File: config.mk
export PLATFORM = sky130hd
export DESIGN_NAME = clint_timer_swi
export DESIGN_NICKNAME = d
export VERILOG_FILES = /design/src/rtl/clint_timer_swi.sv
export SDC_FILE = /design/constraint.sdc
export NUM_CORES = 1
export LEC_CHECK = 0
export BUFFER_PORTS_ARGS = -buffer_cell sky130_fd_sc_hd__buf_4
export CAP_MARGIN = 10
export CORE_UTILIZATION = 51
export CTS_CLUSTER_DIAMETER = 50
export DETAILED_ROUTE_END_ITERATION = 6
export PLACE_DENSITY_LB_ADDON = 0.05
export SLEW_MARGIN = 20
export SYNTH_ARGS = -nofsm -noshare
export SYNTH_HDL_FRONTEND = slang
export SYNTH_SLANG_ARGS = --single-unit
File: constraint.sdc
create_clock -name clk -period 2.15 [get_ports clk]
set_clock_uncertainty 0.1 [all_clocks]
set_input_delay 0.3225 -clock clk [delete_from_list [all_inputs] [get_ports clk]]
set_output_delay 0.3225 -clock clk [all_outputs]
set_load 0.05 [all_outputs]
File: src/rtl/clint_timer_swi.sv
// clint_timer_swi: core-local interruptor with 64-bit mtime/mtimecmp timer (IRQ7) and msip (IRQ3).
// Defining CLINT_MTIME_WRITE_EN makes the mtime halves bus-writable.
module clint_timer_swi #(
  parameter int DIV = 1,
  parameter int ADDR_W = 16
) (
  input  logic              clk,
  input  logic              reset,
  input  logic              valid,
  output logic              ready,
  input  logic [ADDR_W-1:0] addr,
  input  logic [3:0]        wstrb,
  input  logic [31:0]       wdata,
  output logic [31:0]       rdata,
  output logic              IRQ3,
  output logic              IRQ7,
  output logic [63:0]       mtime
);
  localparam int PW = DIV > 1 ? $clog2(DIV) : 1;
  typedef enum logic {IDLE, ACK} state_t;
  state_t state, state_n;
  logic [PW-1:0] pre;
  logic [63:0] mtimecmp;
  logic msip;
  logic [31:0] rdata_q, rd_val;
  logic [ADDR_W-1:0] a;
  logic take, wr, tick;
  logic sel_msip, sel_cmp_lo, sel_cmp_hi, sel_mt_lo, sel_mt_hi;
  function automatic logic [31:0] merge(input logic [31:0] old, input logic [3:0] be, input logic [31:0] d);
    logic [31:0] r;
    r = old;
    for (int i = 0; i < 4; i++) if (be[i]) r[8*i+:8] = d[8*i+:8];
    return r;
  endfunction
  always_comb begin
    a          = addr & ~ADDR_W'(3);
    sel_msip   = a == ADDR_W'(32'h0000);
    sel_cmp_lo = a == ADDR_W'(32'h4000);
    sel_cmp_hi = a == ADDR_W'(32'h4004);
    sel_mt_lo  = a == ADDR_W'(32'hBFF8);
    sel_mt_hi  = a == ADDR_W'(32'hBFFC);
    take       = state == IDLE && valid;
    wr         = take && |wstrb;
    state_n    = take ? ACK : IDLE;
    tick       = pre == PW'(DIV - 1);
    rd_val     = sel_msip   ? {31'b0, msip}   :
                 sel_cmp_lo ? mtimecmp[31:0]  :
                 sel_cmp_hi ? mtimecmp[63:32] :
                 sel_mt_lo  ? mtime[31:0]     :
                 sel_mt_hi  ? mtime[63:32]    : 32'b0;
  end
  assign ready = state == ACK;
  assign rdata = ready ? rdata_q : 32'b0;
  assign IRQ3  = msip;
  always_ff @(posedge clk) begin
    if (reset) state <= IDLE;
    else state <= state_n;
  end
  always_ff @(posedge clk) begin
    if (reset) begin
      pre      <= '0;
      mtime    <= '0;
      mtimecmp <= '1;
      msip     <= 1'b0;
      rdata_q  <= '0;
      IRQ7     <= 1'b0;
    end else begin
      pre  <= tick ? '0 : pre + PW'(1);
      IRQ7 <= mtime >= mtimecmp;
      if (take) rdata_q <= wr ? 32'b0 : rd_val;
      if (wr && sel_msip && wstrb[0]) msip <= wdata[0];
      if (wr && sel_cmp_lo) mtimecmp[31:0] <= merge(mtimecmp[31:0], wstrb, wdata);
      if (wr && sel_cmp_hi) mtimecmp[63:32] <= merge(mtimecmp[63:32], wstrb, wdata);
`ifdef CLINT_MTIME_WRITE_EN
      // A write to either half suppresses that cycle's tick entirely, so no carry crosses halves.
      if (wr && sel_mt_lo) mtime[31:0] <= merge(mtime[31:0], wstrb, wdata);
      else if (wr && sel_mt_hi) mtime[63:32] <= merge(mtime[63:32], wstrb, wdata);
      else if (tick) mtime <= mtime + 64'd1;
`else
      if (tick) mtime <= mtime + 64'd1;
`endif
    end
  end
endmodule

### After elaboration in Yosys (flattened, before gate mapping)

Index checks and enable logic that the tools add are counted.

* word-level logic and storage cells: 48
* bits of input ports: 55
* flip-flop bits (word level): 164

* mux-type cells: 8
* $lt $le $gt $ge: 1
* bitwise operators: 2
* reductions and logical operators: 17
* $add $sub $neg: 2
* equal/unequal tests: 4

Operators with widths (count)
* two-way mux 32 bit: 7
* adder 64 x 1 -> 64 bit (second input constant): 1
* >= comparator 64 bit: 1
* equality test 14 x 13 -> 1 bit (second input constant): 2
* equality test 14 bit (second input constant): 2
* logical NOT 16 bit: 1
* AND reduction 2 bit: 8
* logical AND 1 bit: 6
* OR reduction 4 bit: 1
* inverter 1 bit: 2
* OR reduction 2 bit: 1
* adder 1 bit (second input constant): 1
* two-way mux 1 bit: 1

### Longest topological paths before layout

* depth after elaboration: 7
* gate-level depth with buffers: 9
* mapped depth without buffers: 8

### Worst setup path after synthesis

OpenSTA, ideal clock, no wires.

* path kind: register to register
* start: register mtime[11]
* end: register mtime[63]
* path buffers: 1
* cell stages (with the launch flop): 8
* data arrival time: 2.307 ns
* library setup time: 0.070 ns
* slack: -0.327 ns
* clock period less this slack: 2.477 ns
* cells stage by stage: dfxtp_1 > and4_4 > nand3_4 > nor4_4 > buf_6 > nand4_1 > or3_1 > a21oi_1

* word-level cells in the longest chain between the ends: 1

Ends and longest elaborated chain
* start, declared: line 17 `output logic [63:0] mtime`
* start signal, assigned: line 80 `if (tick) mtime <= mtime + 64'd1;`
* adder 64 x 1 -> 64 bit: line 80

Every way passes these cells.
A chain may end at the register's enable or synchronous reset.

### Final worst setup path

* start: register mtime[11]
* end: register IRQ7

* word-level cells in the longest chain between the ends: 1

Ends and longest elaborated chain
* >= comparator 64 bit: line 69 `IRQ7 <= mtime >= mtimecmp;`
* end signal, assigned: line 69
* end, declared: line 16 `output logic IRQ7,`

Every way passes these cells.

==> impl_metrics.ini <==
[critical_path]
crit_type = flop to flop
cp-end-kind = flop
cp-startpoint = mtime[11]$_SDFFE_PP0N_
cp-endpoint = IRQ7$_SDFF_PP0_
reg2reg_to = IRQ7$_SDFF_PP0_
cp.required_ps = 2390
cp_max_fo = 7
ff2ff_setup_slack_ps = 4
r2r_cells = 8
cp_data_arrival_time_ps = 2390
rr_startpoint = mtime[11]$_SDFFE_PP0N_
cp-start-kind = flop

[synthesis]
synth_ff_type = dfxtp_1
synthDistinctLibCells = 54
syn-num-nets = 1174
synth_area_leader_cell = dfxtp_1
synthTopCellsByCount = dfxtp_1, nand2_1, nor2_1
yosys.area.top_type_share = 0.372
synthMostInstantiatedCell = dfxtp_1
synth_edf_count = 0
async_flop_share = 0
ys_seq_area_frac = 0.372
synthCells = 1054
yosysWarningCount = 0
syn_avg_cell_area_um2 = 8.37
syn_area_um2 = 8820
synthTopCellsByArea = dfxtp_1, ha_1, o211ai_1
synth_seq_cells = 164

[job]
drv_cap = 0

[floorplanning]
core_um2 = 16800
ios = 154
die_area_um2 = 17800
die_w_um = 134
initial_utilization = 0.526
row_count = 47
chipHeight_um = 134

[timing]
final_hold_viol_count = 0
relSlewSlack = 0.496
period_minus_slack_ps = 2150
rsz0062_at_grt = true
fin_setup_tns_ps = 0
post-route-period-util = 0.998
drv_slew = 0
setup_viol = 0
max_slew.worst_pin.slew_ps = 756
fmax_mhz = 466

[global_route]
top_usage_layer = met2
met3_usage = 0.0483
grt_pass1_vias = 8034
antenna_found_initial = 0
grt_usage = 0.300
grt_pass1_wl_um = 41800
grt_max_degree = 66
grt_overflow = 0
grtUsageMet2 = 0.473
met1_usage = 0.419

[pwr]
power_leakage_nw = 5.53
p_per_area_nw_per_um2 = 527
ir_drop_mv = 0.511

[route]
vias = 8555
wl_per_cell_um = 17.7
first_pass_iters = 5
routed_wl_um = 26700
drt_first_iter_violations = 510
drcViolationCount = 0
antenna_left = 0
vias_per_cell = 5.67

[cts]
clkSlewWorstSetupHoldPaths_ps = 70
cts_buffer_depth = 2
cts_tree = built
cts.sinks = 164
clkLatencyLatePin_ps = 430
root_buffer = clkbuf_16
h-tree-depth = 4
cts_made_buffers = 17

[cells_and_area]
final_util = 0.705
multi_input_area_um2 = 5180
register_area_um2 = 3380
antennaDiodeCount = 0
fill_cells = 1345
layout.cells.non_filler = 1509
synthToLayoutAreaGrowth_pct = 34.0
fin_area_um2 = 11800
fin_nets = 1396
drive_gt1_frac = 0.304

[placement]
place.gp.congestion = 0.873
placedCellCount = 1468
placed_area_um2 = 11000
dpl.hpwl_um = 19700
io_buffers = 151

[min_path]
min_from = wdata[20]
hold_class = input pin to flop

[outcome]
outcome = finished clean
-- critical path: stages, from the launching register on --
cell	delay, ps
dfxtp_4	340
buf_4	160
ha_1	290
nand2_1	70
o21ai_0	480
nand2_1	130
o211ai_1	130
o311ai_2	120
a311oi_1	230
-- routing by layer --
metal | share of wire | vias to the layer above
li1 | - | 4183
met2 | 0.46 | 275
met3 | 0.055 | 35
met1 | 0.47 | 4062
met5 | 0 | -
met4 | 0.018 | 0
-- power breakdown --
part	internal, W	switching, W
combinational	0.000118	0.000159
sequential	0.00303	0.00000813
clock	0.00155	0.00137
-- flip-flops by register name, indices dropped and copies added (netlist names) --
register,cells
IRQ7,1
rdata_q,32
ready,1
IRQ3,1
mtime,64
pre,1
mtimecmp,64
-- kinds of logic (layout without fill, tap and decap cells) --
group | Yosys count | count (layout) | share of synthesized area
buf+inv | 133 | 367 | 0.0616
mux | 35 | 35 | 0.0397
flops | 164 | 164 | 0.372
other cells | 1 | 1 | 0.000425
simple gates | 400 | 401 | 0.228
compound gates | 208 | 208 | 0.159
xor+xnor | 48 | 48 | 0.0477
fa+ha+maj | 65 | 65 | 0.0922
-- stage by stage --
step	power (W)	worst slack [ps]	hold WS, ps
CTS	0.00626	-22.1	9.29
finish	0.00623	4.21	17.8
floorplan	0.00322	-13.0	317
detailed placement	0.00338	-145	334
global route	0.00642	-45.0	9.59
global placement	0.00338	-125	325
-- placed cells by master (no fill, tap or decap), drive strengths merged, types with 7 or more instances in the layout --
cell,n
buf,264
dfxtp,164
nand2,130
nor2,91
inv,77
o211ai,65
ha,65
o21ai,50
xor2,45
and2,38
a21oi,36
nand4,35
mux2i,35
a221oi,33
nand3,31
and3,25
clkbuf,18
or3,13
and4,10
nor3,8
nor4,7
-- layout make-up --
cell class              count  share of cell area
multi-input cells         758               0.438
repair buffers            265               0.183
clock inverters            14              0.0103
flip-flops and latches    164               0.286
well taps                 220              0.0233
clock buffers              18              0.0372
inverters                  70              0.0222
-- worst min-delay path by stage --
stage	cells after the start	to	slack, ps
2_1_floorplan	2	rdata_q[10]$_SDFFE_PP0P_	320
3_3_place_gp	2	rdata_q[31]$_SDFFE_PP0P_	320
3_5_place_dp	2	rdata_q[31]$_SDFFE_PP0P_	330
4_1_cts	3	mtimecmp[49]$_SDFFE_PP1P_	9
5_1_grt	3	mtimecmp[51]$_SDFFE_PP1P_	10
6_report	3	mtimecmp[52]$_SDFFE_PP1P_	20
-- what timing repair did --
item | 4_1_cts | 5_1_grt
pin swaps | 4 | 17
setup buffers | 0 | 7
hold buffers | 1 | 0
hold endpoints to repair | 1 | 0
resized for setup | 3 | 43
gates cloned | 0 | 1
endpoints found under the setup margin | 2 | 34
Power figures use the tool's default switching activity.
